**config.mk**
```make
export PLATFORM = sky130hd
export DESIGN_NAME = imem_loader
export DESIGN_NICKNAME = d
export VERILOG_FILES = /design/src/rtl/imem_loader.sv
export SDC_FILE = /design/constraint.sdc
export NUM_CORES = 1
export LEC_CHECK = 0
export BUFFER_PORTS_ARGS = -buffer_cell sky130_fd_sc_hd__buf_2
export CELL_PAD_IN_SITES_DETAIL_PLACEMENT = 0
export CELL_PAD_IN_SITES_GLOBAL_PLACEMENT = 1
export CORE_UTILIZATION = 46
export DETAILED_ROUTE_END_ITERATION = 10
export GPL_TIMING_DRIVEN = 0
export MAX_ROUTING_LAYER = met4
export PLACE_DENSITY_LB_ADDON = 0.1
export SLEW_MARGIN = 20
export SYNTH_ARGS = -nofsm -noshare
export SYNTH_HDL_FRONTEND = slang
export SYNTH_SLANG_ARGS = --single-unit
```
**constraint.sdc**
```tcl
create_clock -name clk_i -period 3.5 [get_ports clk_i]
set_input_delay 0.525 -clock clk_i [delete_from_list [all_inputs] [get_ports clk_i]]
set_output_delay 0.525 -clock clk_i [all_outputs]
set_load 0.02 [all_outputs]
```
**src/rtl/imem_loader.sv**
```systemverilog
// imem_loader -- writer side of the 11-bit instruction memory.
//
// Accepts a nibble stream over a valid/ready handshake, assembles 11-bit
// instructions and writes them into the instruction RAM from address 0 upward.
// The processor is held in reset (cpu_hold_o) until a complete, well-formed
// program has been loaded.
//
// Frame: CNT_HI, CNT_LO (8-bit count N), then N instructions of three nibbles,
// most significant first: {n2[2:0], n1, n0}. n2[3] must be 0.
//
// Ports:
//   clk_i         clock, rising edge
//   rst_ni        asynchronous active-low reset
//   load_start_i  1-cycle pulse: begin or restart a load (aborts any load in progress)
//   in_data_i     stream nibble
//   in_valid_i    in_data_i valid
//   in_ready_o    loader accepts a nibble; transfer = in_valid_i & in_ready_o
//   wr_en_o       instruction RAM write strobe
//   wr_addr_o     write address
//   wr_data_o     instruction word
//   cpu_hold_o    1 = keep processor in reset
//   done_o        program loaded; held until next load_start_i
//   error_o       malformed stream; held until next load_start_i
//
// state  | meaning
// IDLE   | after reset, waiting for load_start_i
// CNT_HI | waiting for count high nibble
// CNT_LO | waiting for count low nibble
// NIB2   | waiting for instruction bits [10:8] (bit 3 must be 0)
// NIB1   | waiting for instruction bits [7:4]
// NIB0   | waiting for instruction bits [3:0]
// WRITE  | one-cycle RAM write of the assembled word
// DONE   | program loaded, processor released
// ERR    | malformed stream, processor held
module imem_loader #(
    parameter int DEPTH = 128,
    parameter int AW    = 8
) (
    input  logic          clk_i,
    input  logic          rst_ni,
    input  logic          load_start_i,
    input  logic [3:0]    in_data_i,
    input  logic          in_valid_i,
    output logic          in_ready_o,
    output logic          wr_en_o,
    output logic [AW-1:0] wr_addr_o,
    output logic [10:0]   wr_data_o,
    output logic          cpu_hold_o,
    output logic          done_o,
    output logic          error_o
);

    typedef enum logic [3:0] {
        IDLE, CNT_HI, CNT_LO, NIB2, NIB1, NIB0, WRITE, DONE, ERR
    } state_e;

    localparam logic [8:0] DEPTH_W = 9'(DEPTH);

    state_e        state_q, state_d;
    logic [7:0]    cnt_q, cnt_d;
    logic [10:0]   word_q, word_d;
    logic [AW-1:0] addr_q, addr_d;
    logic          in_ready_q, in_ready_d;
    logic          wr_en;
    logic          transfer;
    logic [7:0]    n_cnt;
    logic [AW-1:0] last_addr;

    assign transfer  = in_valid_i & in_ready_q;
    assign n_cnt     = {cnt_q[7:4], in_data_i};
    assign last_addr = AW'(cnt_q - 8'd1);

    always_comb begin
        state_d = state_q;
        cnt_d   = cnt_q;
        word_d  = word_q;
        addr_d  = addr_q;
        wr_en   = 1'b0;
        // load_start wins over any same-cycle transfer or write.
        if (load_start_i) begin
            state_d = CNT_HI;
            addr_d  = '0;
        end else begin
            case (state_q)
                IDLE: ;
                CNT_HI: if (transfer) begin
                    cnt_d[7:4] = in_data_i;
                    state_d    = CNT_LO;
                end
                CNT_LO: if (transfer) begin
                    cnt_d = n_cnt;
                    if (n_cnt == 8'd0)               state_d = DONE;
                    else if ({1'b0, n_cnt} > DEPTH_W) state_d = ERR;
                    else                              state_d = NIB2;
                end
                NIB2: if (transfer) begin
                    if (in_data_i[3]) begin
                        state_d = ERR;
                    end else begin
                        word_d[10:8] = in_data_i[2:0];
                        state_d      = NIB1;
                    end
                end
                NIB1: if (transfer) begin
                    word_d[7:4] = in_data_i;
                    state_d     = NIB0;
                end
                NIB0: if (transfer) begin
                    word_d[3:0] = in_data_i;
                    state_d     = WRITE;
                end
                WRITE: begin
                    wr_en = 1'b1;
                    if (addr_q == last_addr) begin
                        state_d = DONE;
                    end else begin
                        addr_d  = addr_q + 1'b1;
                        state_d = NIB2;
                    end
                end
                DONE: ;
                ERR: ;
                default: state_d = IDLE;
            endcase
        end
        // Registered ready follows the state being entered.
        in_ready_d = (state_d == CNT_HI) || (state_d == CNT_LO) ||
                     (state_d == NIB2)   || (state_d == NIB1)   || (state_d == NIB0);
    end

    always_ff @(posedge clk_i or negedge rst_ni) begin
        if (!rst_ni) begin
            state_q    <= IDLE;
            cnt_q      <= '0;
            word_q     <= '0;
            addr_q     <= '0;
            in_ready_q <= 1'b0;
        end else begin
            state_q    <= state_d;
            cnt_q      <= cnt_d;
            word_q     <= word_d;
            addr_q     <= addr_d;
            in_ready_q <= in_ready_d;
        end
    end

    assign in_ready_o = in_ready_q;
    assign wr_en_o    = wr_en;
    assign wr_addr_o  = addr_q;
    assign wr_data_o  = word_q;
    assign cpu_hold_o = (state_q != DONE);
    assign done_o     = (state_q == DONE);
    assign error_o    = (state_q == ERR);

endmodule
```
---- Word-level counts from Yosys, hierarchy flattened ----
Cells that the tools add are included.
word-level totals
  word-level logic and storage cells ...... 63
  register bits after elaboration ......... 32
  output and inout port bits .............. 24
cells by class
  bitwise gates (word level) .............. 4
  eq/ne operators ......................... 16
  order comparisons ....................... 1
  add/sub/neg operators ................... 2
  multiplexer cells ....................... 18
  reductions and logical operators ........ 14
operator list
  operator             number
  $mux 4               10
  $pmux 4 s7           1
  $eq 4x3->1 const B   6
  $mux 8               3
  $eq 4x2->1 const B   4
  $reduce_and 3->1     3
  $add 8x1->8 const B  1
  $eq 4x1->1 const B   2
  $eq 8x8->1           1
  $gt 8x8->1 const B   1
  $logic_not 8->1      1
  $pmux 4 s2           1
  $reduce_and 4->1     2
  $sub 8x1->8 const B  1
  $eq 4x4->1 const B   1
  $logic_not 4->1      1
  $logic_or 1x1->1     4
  $ne 4x3->1 const B   1
  $mux 3               1
  $not 1->1            3
  $reduce_or 3->1      1
  $mux 1               2
  $ne 2x2->1 const B   1
  $reduce_and 2->1     1
  other kinds (2)      2

---- Depth between registers and ports, before layout ----
  word-level depth ........................ 11
  mapped depth ............................ 9
  gate-level depth less buffers ........... 8

---- Worst setup path after synthesis ----
OpenSTA, ideal clock, no wires.
  kind .................................... reg-to-reg
  start ................................... register cnt_q[0]
  end ..................................... register addr_q[0] (netlist: wr_addr_o[0])
  data arrival time ....................... 1.917 ns
  clock period less this slack ............ 2.042 ns
  path slack .............................. 1.458 ns
  stages on the path, launching flop included .. 9
  cells stage by stage .................... dfrtp_1 > inv_1 > ha_1 > xor2_1 > o2111ai_2 > a2111oi_4 > buf_6 > nor2_4 > mux2_4
between the ends
  word-level cells in the longest chain between the ends .. 4
ends and longest elaborated chain
  what                        RTL line  text
  start: declaration          60        logic [7:0] cnt_q, cnt_d;
  start signal: assignment    140       cnt_q <= cnt_d;
  $sub 8x1->8                 71        assign last_addr = AW'(cnt_q - 8'd1);
  $eq 8x8->1                  114       if (addr_q == last_addr) begin
  $ne 2x2->1 (no line)        --
  $reduce_and 2->1 (no line)  --
  end signal: assignment      142       addr_q <= addr_d;
  end: declaration            62        logic [AW-1:0] addr_q, addr_d;
Every way passes these cells.
A chain may end at the register's enable or synchronous reset.

---- Final worst setup path ----
Ends and elaborated chain as after synthesis.

==> flow_summary.yaml <==
synthesis:
  synth_edf_count: 0
  syn_area_um2: 1820
  yosysSeqAreaShare_pct: 44.1
  synth_fp_nets: 184
  async_flop_share_pct: 100
  yosys.cell_types.count: 44
  ys_ff_latch: 32
  postSynthCellCount: 174
  yosys_warnings: 0
  syn_avg_cell_area_um2: 10.4
  synth_ff_type: "dfrtp_1"
worst_setup_path:
  critPathLaunchType: "register"
  reg2reg_to: "wr_addr_o[0]$_DFFE_PN0P_"
  ff2ff_setup_slack_ns: 1.24
  r2r-start: "cnt_q[0]$_DFFE_PN0P_"
  cp.arrival_ns: 2.44
  worstPathMaxFanout: 10
  cp.required_ns: 3.68
  crit_type: "register to register"
  r2r_cells: 8
  cp-end-kind: "register"
  cp-startpoint: "cnt_q[0]$_DFFE_PN0P_"
worst_hold_path:
  hp-class: "input port to async pin"
clocking:
  cts_setup_buffers: 0
  tritoncts: "done"
  htree_levels: 2
  clock_path_buffers: 2
  clock-root-buffer: "clkbuf_8"
  clock-sinks: 32
  ctsHoldBuffers: 0
  cts-buffers-inserted: 5
  clk_latency_ns: 0.29
  cts_resized: 0
  clkSlewWorstSetupHoldPaths_ns: 0.07
final_layout:
  drive_gt1_share_pct: 24.1
  area_growth_pct: 16.9
  num-nets-final: 221
  diodes: 0
timing:
  setup_slack_ns: 1.24
  tightest_slew_ns: 0.731
  clock_skew_ns: 0.00783
  hold_ws_ns: 0.289
  relSlewSlack_pct: 51.3
  min_period_ns: 2.26
  rsz0062_at_grt: "no"
  max_freq_ghz: 0.442
  setup_tns_ns: 0
  setup_viol: 0
  hold_viol: 0
  finalCritPeriodShare_pct: 64.7
  slew_viol_final: 0
die:
  ios: 32
  num_rows: 22
  chipHeight_um: 64.8
  core_area_um2: 3720
  die_w_um: 64.8
  start_util_pct: 48.9
  die_area_um2: 4200
outcome:
  outcome: "finished clean"
global_routing:
  grtUsageTotal_pct: 22.4
  grt_overflow: 0
  grt_pass1_vias: 1407
  use_met2_pct: 36.6
  antenna_found_initial: 0
  grt_pass1_wl_um: 6820
  use_met3_pct: 5.28
  grt_use_met1_pct: 26.8
  busiest_layer: "met2"
  grt_max_degree: 33
power:
  power.leakage_nw: 0.983
  ir_drop_uv: 390
  p_int_mw: 0.794
  swShare_pct: 37.7
  seq_power_share_pct: 41.3
  clkPwrFrac_pct: 23.5
  p_sw_mw: 0.481
  power_density_nw_per_um2: 600
  combPwrFrac_pct: 35.1
drt:
  drtAntennaViolNets: 0
  routed_wl_um: 4030
  firstDrtPassIters: 4
  wire_per_inst_um: 15.5
  vias: 1489
  avgViaCountPerCell: 5.73
  drt_iter0_drc: 99
  drc_errors: 0
placed_design:
  dp.final_hpwl_um: 2930
  dp_slack_ns: 1.22
  place_congestion: 0.801
  numPortBuffers: 30
run:
  drv_cap: 0
==> state kept, by name, summed over array words and instances, names as in the netlist <==
register    flops
cnt_q           8
in_ready_o      1
state_q         4
wr_addr_o       8
wr_data_o      11
==> stage by stage <==
stage,area (um2),std cells,power [mW],utilization (%)
2_1_floorplan,1820,174,0.867,-
3_3_place_gp,2030,252,0.964,54.5
3_5_place_dp,2030,252,0.984,54.5
4_1_cts,2120,260,1.29,57.2
5_1_grt,2120,260,1.36,57.2
6_report,2120,260,1.28,57.2
==> worst max-delay path: stages, from the launching register on <==
cell and delay, ns:
dfrtp_1 0.42, inv_1 0.06, ha_1 0.26, a31oi_1 0.22, o2111ai_2 0.19, a2111oi_4 0.45, buf_6 0.21, nor2_4 0.05
mux2_4 0.28
==> power groups by stage <==
stage | clock network [mW] | registers [mW] | logic (mW)
after global routing | 0.320 | 0.538 | 0.500
final | 0.300 | 0.527 | 0.448
after global placement | 0 | 0.529 | 0.435
after CTS | 0.309 | 0.528 | 0.452
after detailed placement | 0 | 0.534 | 0.450
after floorplan | 0 | 0.558 | 0.309
==> logic make-up (layout without fill, tap and decap cells) <==
logic type | after synthesis | count (layout) | synth area share, %
AND/OR/NAND/NOR | 64 | 64 | 19.8
flip-flops | 32 | 32 | 44.1
multiplexers | 22 | 22 | 13.7
AO/OA/AOI/OAI | 32 | 32 | 13.1
XOR/XNOR | 10 | 10 | 4.82
adder cells (fa/ha/maj) | 2 | 2 | 1.38
buffers and inverters | 12 | 50 | 3.10
==> layout make-up <==
| class | count | area, um2 |
|---|---|---|
| timing repair buffer | 30 | 150 |
| buffer | 7 | 37.5 |
| multi-input combinational | 130 | 960 |
| clock buffer | 6 | 82.6 |
| inverter | 5 | 18.8 |
| clock inverter | 2 | 15.0 |
| tap | 48 | 60.1 |
| sequential | 32 | 801 |
| fill | 355 | 1590 |
==> worst max path at each step <==
| stage | to | slack [ns] | cells after the start |
|---|---|---|---|
| 2_1_floorplan | wr_addr_o[0]$_DFFE_PN0P_ | 1.46 | 8 |
| 3_3_place_gp | wr_addr_o[0]$_DFFE_PN0P_ | 1.28 | 8 |
| 4_1_cts | wr_addr_o[0]$_DFFE_PN0P_ | 1.22 | 8 |
| 6_report | wr_addr_o[0]$_DFFE_PN0P_ | 1.24 | 8 |
| 3_5_place_dp | wr_addr_o[0]$_DFFE_PN0P_ | 1.22 | 8 |
| 5_1_grt | wr_addr_o[0]$_DFFE_PN0P_ | 1.09 | 8 |
==> Yosys cell counts (5+ instances only) <==
| master | number | share of area [%] |
|---|---|---|
| nor2_1 | 10 | 2.1 |
| o31ai_1 | 6 | 2.5 |
| dfrtp_1 | 32 | 44 |
| or4_1 | 5 | 2.1 |
| a21oi_1 | 10 | 2.8 |
| clkbuf_1 | 5 | 1.0 |
| xor2_1 | 7 | 3.4 |
| inv_1 | 5 | 1.0 |
| nand2_1 | 12 | 2.5 |
| nor3_1 | 5 | 1.4 |
| nand3_1 | 6 | 1.7 |
| mux2_1 | 19 | 12 |
==> layout by cell type (no fill, tap or decap), types with 3 or more instances in the layout <==
cell type   n
a21oi_1    10
a31oi_1     4
buf_2      30
clkbuf_1    5
clkbuf_8    6
dfrtp_1    32
inv_1       5
mux2_1     19
nand2_1    12
nand2b_1    4
nand3_1     6
nor2_1     10
nor3_1      5
nor4_1      3
o21ai_0     3
o31ai_1     6
or3_1       4
or4_1       5
xnor2_1     3
xor2_1      7
==> layer usage <==
layer / share of wire, % / up-vias
li1: - / 714
met2: 50 / 43
met1: 44 / 726
met4: 1.5 / 0
met5: 0 / -
met3: 4.5 / 6
(Power assumes the default switching activity.)
